File: src/rtl/player_pkg.sv
// player_pkg
// Shared types and helpers for the music-player playlist sequencer.
//   state_t    : sequencer FSM state encoding (also driven onto debug LEDs)
//   MODE_*     : track-selection mode codes carried on the 2-bit mode input
//   NUM_TRACKS : number of song ROMs
//   track_len  : sample count of a track, selected from the per-track lengths
package player_pkg;

  typedef enum logic [2:0] {
    STOP  = 3'd0,
    LOAD  = 3'd1,
    PLAY  = 3'd2,
    PAUSE = 3'd3,
    GAP   = 3'd4
  } state_t;

  localparam logic [1:0] MODE_ORDER   = 2'd0;
  localparam logic [1:0] MODE_SHUFFLE = 2'd1;
  localparam logic [1:0] MODE_CHOICE  = 2'd2;

  localparam int NUM_TRACKS = 4;

  function automatic int track_len(input logic [1:0] trk,
                                   input int len0, input int len1,
                                   input int len2, input int len3);
    int len;
    case (trk)
      2'd0:    len = len0;
      2'd1:    len = len1;
      2'd2:    len = len2;
      default: len = len3;
    endcase
    return len;
  endfunction

endpackage

File: src/rtl/next_track_sel.sv
// next_track_sel
// Combinational track-index selection shared by end-of-track and skip paths.
//   mode     in  2  0 in-order, 1 shuffle, 2 choice, 3 behaves as 0
//   track    in  2  current track index
//   choice   in  2  selected track in choice mode
//   rand_val in  2  random track candidate for shuffle
//   dir      in  1  0 = next, 1 = previous
//   next_idx out 2  track to load
//   restart  out 1  the selection restarts the current track
module next_track_sel
  import player_pkg::*;
(
  input  logic [1:0] mode,
  input  logic [1:0] track,
  input  logic [1:0] choice,
  input  logic [1:0] rand_val,
  input  logic       dir,
  output logic [1:0] next_idx,
  output logic       restart
);

  always_comb begin
    next_idx = track + 2'd1;
    restart  = 1'b0;
    if (mode == MODE_CHOICE) begin
      if (dir) begin
        next_idx = track;
        restart  = 1'b1;
      end else begin
        next_idx = choice;
      end
    end else if (dir) begin
      next_idx = track - 2'd1;
    end else if (mode == MODE_SHUFFLE) begin
      // never replay the track that just ended
      next_idx = (rand_val == track) ? (track + 2'd1) : rand_val;
    end
  end

endmodule

File: src/rtl/playlist_sequencer.sv
// playlist_sequencer
// Track-select FSM and ROM read-address generator for the music player.
//   clk, rst_n   : system clock, asynchronous active-low reset
//   sample_tick  : sample-rate strobe; address and gap counter advance on it
//   btn_play/stop/next/prev : one-cycle debounced button pulses
//   mode, choice, rand_val  : track-selection controls
//   track, rom_addr         : current track and ROM read address
//   audio_en     : high only while playing
//   track_done   : one-cycle pulse when the last sample of a track is reached
//   state_o      : FSM state for debug LEDs
//
// state | meaning
// STOP  | idle, address 0, waiting for play
// LOAD  | one cycle: address cleared, new track latched
// PLAY  | address advances on each sample tick
// PAUSE | address, track and gap counter frozen
// GAP   | silent ticks between tracks
module playlist_sequencer
  import player_pkg::*;
#(
  parameter int LEN0      = 270,
  parameter int LEN1      = 220,
  parameter int LEN2      = 260,
  parameter int LEN3      = 260,
  parameter int ADDR_W    = 11,
  parameter int GAP_TICKS = 48
) (
  input  logic              clk,
  input  logic              rst_n,
  input  logic              sample_tick,
  input  logic              btn_play,
  input  logic              btn_stop,
  input  logic              btn_next,
  input  logic              btn_prev,
  input  logic [1:0]        mode,
  input  logic [1:0]        choice,
  input  logic [1:0]        rand_val,
  output logic [1:0]        track,
  output logic [ADDR_W-1:0] rom_addr,
  output logic              audio_en,
  output logic              track_done,
  output logic [2:0]        state_o
);

  localparam int GAP_W = $clog2(GAP_TICKS + 1);

  state_t            state, state_nxt;
  logic [1:0]        track_nxt;
  logic [ADDR_W-1:0] addr_nxt;
  logic [GAP_W-1:0]  gap_cnt, gap_nxt;
  logic              gap_hold, hold_nxt;
  logic              done_nxt;
  logic              audio_nxt;

  logic [1:0]        sel_idx;
  logic              sel_restart;
  logic [1:0]        sel_track;
  logic              sel_dir;
  logic [ADDR_W-1:0] last_addr;
  logic              skip;
  logic              live;
  logic              at_last;
  logic              gap_end;

  // prev only acts when next is absent, so it alone picks the direction
  assign sel_dir   = btn_prev && !btn_next;
  assign sel_track = sel_restart ? track : sel_idx;

  next_track_sel u_sel (
    .mode     (mode),
    .track    (track),
    .choice   (choice),
    .rand_val (rand_val),
    .dir      (sel_dir),
    .next_idx (sel_idx),
    .restart  (sel_restart)
  );

  assign last_addr = ADDR_W'(track_len(track, LEN0, LEN1, LEN2, LEN3) - 1);
  assign at_last   = (rom_addr == last_addr);
  assign gap_end   = (gap_cnt == GAP_W'(GAP_TICKS - 1));
  assign skip      = btn_next || btn_prev;
  assign live      = (mode == MODE_CHOICE) && (choice != track);

  always_comb begin
    state_nxt = state;
    track_nxt = track;
    addr_nxt  = rom_addr;
    gap_nxt   = gap_cnt;
    hold_nxt  = gap_hold;
    done_nxt  = 1'b0;
    case (state)
      STOP: begin
        if (!btn_stop && btn_play) begin
          state_nxt = LOAD;
          track_nxt = (mode == MODE_CHOICE) ? choice : track;
        end
      end
      LOAD: begin
        state_nxt = PLAY;
        addr_nxt  = '0;
      end
      PLAY: begin
        if (btn_stop) begin
          state_nxt = STOP;
          addr_nxt  = '0;
          gap_nxt   = '0;
          hold_nxt  = 1'b0;
        end else if (btn_play) begin
          state_nxt = PAUSE;
          hold_nxt  = 1'b0;
        end else if (skip) begin
          state_nxt = LOAD;
          track_nxt = sel_track;
          addr_nxt  = '0;
        end else if (sample_tick && at_last) begin
          state_nxt = GAP;
          done_nxt  = 1'b1;
          addr_nxt  = '0;
          gap_nxt   = '0;
        end else if (live) begin
          state_nxt = LOAD;
          track_nxt = sel_track;
          addr_nxt  = '0;
        end else if (sample_tick) begin
          addr_nxt = rom_addr + 1'b1;
        end
      end
      PAUSE: begin
        if (btn_stop) begin
          state_nxt = STOP;
          addr_nxt  = '0;
          gap_nxt   = '0;
          hold_nxt  = 1'b0;
        end else if (btn_play) begin
          state_nxt = gap_hold ? GAP : PLAY;
        end else if (skip || live) begin
          // a skip while paused abandons any pending gap
          track_nxt = sel_track;
          addr_nxt  = '0;
          gap_nxt   = '0;
          hold_nxt  = 1'b0;
        end
      end
      GAP: begin
        if (btn_stop) begin
          state_nxt = STOP;
          addr_nxt  = '0;
          gap_nxt   = '0;
          hold_nxt  = 1'b0;
        end else if (btn_play) begin
          state_nxt = PAUSE;
          hold_nxt  = 1'b1;
        end else if (skip || (sample_tick && gap_end) || live) begin
          state_nxt = LOAD;
          track_nxt = sel_track;
          addr_nxt  = '0;
          gap_nxt   = '0;
        end else if (sample_tick) begin
          gap_nxt = gap_cnt + 1'b1;
        end
      end
      default: begin
        state_nxt = STOP;
        addr_nxt  = '0;
        gap_nxt   = '0;
        hold_nxt  = 1'b0;
      end
    endcase
    audio_nxt = (state_nxt == PLAY);
  end

  always_ff @(posedge clk or negedge rst_n) begin
    if (!rst_n) begin
      state      <= STOP;
      track      <= 2'd0;
      rom_addr   <= '0;
      gap_cnt    <= '0;
      gap_hold   <= 1'b0;
      track_done <= 1'b0;
      audio_en   <= 1'b0;
    end else begin
      state      <= state_nxt;
      track      <= track_nxt;
      rom_addr   <= addr_nxt;
      gap_cnt    <= gap_nxt;
      gap_hold   <= hold_nxt;
      track_done <= done_nxt;
      audio_en   <= audio_nxt;
    end
  end

  assign state_o = state;

endmodule

File: config.mk
export PLATFORM = sky130hd
export DESIGN_NAME = playlist_sequencer
export DESIGN_NICKNAME = d
export VERILOG_FILES = /design/src/rtl/player_pkg.sv /design/src/rtl/next_track_sel.sv /design/src/rtl/playlist_sequencer.sv
export SDC_FILE = /design/constraint.sdc
export NUM_CORES = 1
export LEC_CHECK = 0
export ABC_AREA = 1
export BUFFER_PORTS_ARGS = -buffer_cell sky130_fd_sc_hd__buf_2
export CAP_MARGIN = 15
export CORE_MARGIN = 3
export CORE_UTILIZATION = 45
export DETAILED_ROUTE_END_ITERATION = 10
export PLACE_DENSITY = 0.66
export SYNTH_ARGS = -nofsm -noshare
export SYNTH_HDL_FRONTEND = slang
export SYNTH_SLANG_ARGS = --single-unit
File: constraint.sdc
create_clock -name clk -period 2.4 [get_ports clk]
set_input_delay 0.36 -clock clk [delete_from_list [all_inputs] [get_ports clk]]
set_output_delay 0.36 -clock clk [all_outputs]
set_load 0.005 [all_outputs]
==> impl_metrics.csv <==
group,metric,value,unit
global_route,grt_pass1_vias,1720,
final_layout,regArea,626,sq um
global_route,grt_overflow_total,0,
detailed_routing,wl_met1,2130,um
final_layout,diodes,0,
yosys,synth.avg_cell_area,6.64,sq um
outcome,outcome,"complete, no violations",
worst_setup_path,worst_ep_arrival_time,2.14,ns
die,rows,23,
clock_tree,cts_resized,0,
detailed_routing,vias,1913,
yosys,yosysWarningCount,0,
detailed_routing,drt_iter0_drc,149,
worst_setup_path,crit_fanout,12,
die,die_y,71.8,um
worst_setup_path,crit_required,2.56,ns
detailed_routing,wl_per_cell,12.2,um
pwr,peakVddDrop,0.468,mV
worst_setup_path,rrSetupSlack,0.43,ns
global_route,grt_max_degree,26,
clock_tree,cts_tree,"built",
job,max_cap_viol_count,0,
die,dieArea,0.00515,sq mm
detailed_routing,drc,0,
clock_tree,htreeDepth,1,
timing,maxSlewHeadroom,61.3,%
timing,fin_crit,1.97,ns
clock_tree,clk_path_buf_depth,2,
global_route,track_usage,18.6,%
detailed_routing,ant_nets,0,
detailed_routing,dr_wl_met2,2130,um
clock_tree,cts_setup_buffers,0,
final_layout,fill_cells,428,
yosys,synthCells,293,
timing,tns,0,ns
yosys,synth_nets,311,
worst_setup_path,crit_path_start_kind,"register",
clock_tree,cts_buffers,3,
yosys,synth-edff-count,0,
yosys,ys_ff_latch,25,
timing,timing.final.crit_share,82.3,%
clock_tree,hold_buffers,0,
worst_hold_path,min_path_type,"in2async",
timing,worst_pin_slew,0.580,ns
clock_tree,cts_sinks,25,
die,core_area,0.00409,sq mm
timing,rsz0062_at_grt,"no",
detailed_routing,first_pass_iters,4,
placed_design,gp_congestion,0.928,
pwr,p_leak,1.14,nW
detailed_routing,routed.top_layer,"met4",
final_layout,drive_gt1_share,18.2,%
detailed_routing,routed-wl-met3,258,um
timing,final_hold_viol_count,0,
worst_setup_path,path_class,"reg2reg",
yosys,yosysSeqAreaShare,32.1,%
timing,finClkSkew,0.00144,ns
clock_tree,clkLatencyLatePin,0.27,ns
detailed_routing,wirelength,4560,um
placed_design,place_hpwl,3590,um
yosys,synth_area,0.00195,sq mm
yosys,yosysUniqueCellTypes,33,
global_route,grt_first_pass_wirelength,7670,um
clock_tree,cts-root-buf,"clkbuf_8",
final_layout,nets,343,
final_layout,multi_input_area,0.00112,sq mm
placed_design,dp.cells,370,
final_layout,syn_to_final_growth,11.9,%
global_route,grt_antenna_before_repair,0,
timing,finalSetupViolations,0,
die,initial_utilization,47.6,%
timing,drv_slew,0,
die,die_w,71.8,um
final_layout,fin_cells,374,
yosys,synth-main-ff-cell,"dfrtp_1",
yosys,async_flop_share,100,%
die,ios,31,
timing,fmax,506,MHz
pwr,p_per_area,711,mW/mm^2
placed_design,io_buffers,30,
clock_tree,cts.clk_slew.worst_paths,0.09,ns
detailed_routing,via_per_inst,5.11,
worst_setup_path,end_kind,"register",
==> power by group <==
part / internal (W) / switching, W / total, W
Combinational: 0.000267 / 0.000502 / 0.000769
Clock: 0.000116 / 0.000142 / 0.000259
Sequential: 0.000460 / 0.0000622 / 0.000522
Total: 0.000843 / 0.000706 / 0.00155
==> synthesized netlist by cell type, types with 2 or more instances <==
library cell / number / area share [%]
xor2_1: 3 / 1.3
nand2_2: 4 / 1.3
nand3_1: 29 / 7.5
o211ai_1: 2 / 0.77
buf_6: 2 / 1.2
nor2_4: 2 / 1.2
o21ai_1: 11 / 2.8
dfrtp_1: 25 / 32
nand2_1: 71 / 14
nor2_1: 38 / 7.3
nor2_2: 5 / 1.6
inv_1: 43 / 8.3
nor3_1: 6 / 1.5
inv_2: 4 / 0.77
nand4_1: 2 / 0.64
or2_2: 3 / 0.96
o21ai_0: 7 / 1.8
nand3_2: 4 / 2.1
xnor2_1: 2 / 0.90
ha_1: 5 / 3.2
a21oi_1: 13 / 3.3
==> cell type report <==
cell class / instances / area share (%)
clock buffers: 3 / 1.90
clock inverters: 1 / 0.230
inverters: 47 / 8.10
multi-input cells: 218 / 51.3
flip-flops and latches: 25 / 28.7
well taps: 50 / 2.87
repair buffers: 30 / 6.89
==> sequential cells by signal, indices dropped and copies added, names as in the netlist <==
signal,cells
audio_en,1
gap_cnt,6
gap_hold,1
rom_addr,11
state_o,3
track,2
track_done,1
==> cells by family after synthesis <==
family / count (synthesis) / share of synthesized area (%)
adder cells (fa/ha/maj): 5 / 3.21
flip-flops: 25 / 32.1
XOR/XNOR: 5 / 2.25
buffers and inverters: 50 / 10.5
AO/OA/AOI/OAI: 38 / 10.7
AND/OR/NAND/NOR: 170 / 41.3
==> worst paths after layout <==
kind / from / end / cells after the start
min in group clk: btn_play / track_done$_DFF_PN0_ / 4
max in group asynchronous: rst_n / rom_addr[6]$_DFFE_PN0P_ / 1
max: track[0]$_DFFE_PN0P_ / gap_cnt[3]$_DFFE_PN0P_ / 11
min reg2reg: gap_hold$_DFFE_PN0P_ / state_o[2]$_DFF_PN0_ / 2
min: rst_n / track_done$_DFF_PN0_ / 1
max reg2reg: track[0]$_DFFE_PN0P_ / gap_cnt[3]$_DFFE_PN0P_ / 11
==> cells in the final DEF, fill, tap and decap left out, types with 2 or more instances in the layout <==
cell type  instances
nor2_4             2
a21oi_1           13
o21ai_0            7
xnor2_1            2
nor3_1             6
xor2_1             3
inv_2              4
nand2_2            4
nand2_1           71
nand3_2            4
nand3_1           29
or2_2              3
clkbuf_8           3
buf_2             30
nor2_1            38
nor2_2             5
dfrtp_1           25
inv_1             43
o21ai_1           11
ha_1               5
nand4_1            2
o211ai_1           2
==> stage by stage <==
| step | power (W) | utilization [%] | area (sq um) | worst slack, ns | hold slack, ns |
|---|---|---|---|---|---|
| floorplan | 0.00115 | - | 1950 | 0.634 | 0.0644 |
| global placement | 0.00129 | 52.2 | 2130 | 0.522 | 0.400 |
| detailed placement | 0.00130 | 52.2 | 2130 | 0.448 | 0.403 |
| CTS | 0.00156 | 53.3 | 2180 | 0.428 | 0.0986 |
| global route | 0.00169 | 53.3 | 2180 | 0.188 | 0.113 |
| finish | 0.00155 | 53.3 | 2180 | 0.426 | 0.0732 |
==> metal layers <==
metal,vias up,track usage [%]
met5,-,0
met1,855,24.8
met3,4,3.51
met4,0,6.89
met2,49,29.9
li1,1005,-
==> critical path: stages, from the launching register on <==
cell     delay, ns
dfrtp_1       0.48
ha_1          0.30
nor2_1        0.13
nand3_1       0.07
o21ai_0       0.07
nand3_1       0.08
nor2_1        0.19
nand2_1       0.07
nand2_1       0.09
nand3_2       0.20
nand2_1       0.11
o21ai_1       0.07
Note: power is estimated with default switching activity, not from simulation.
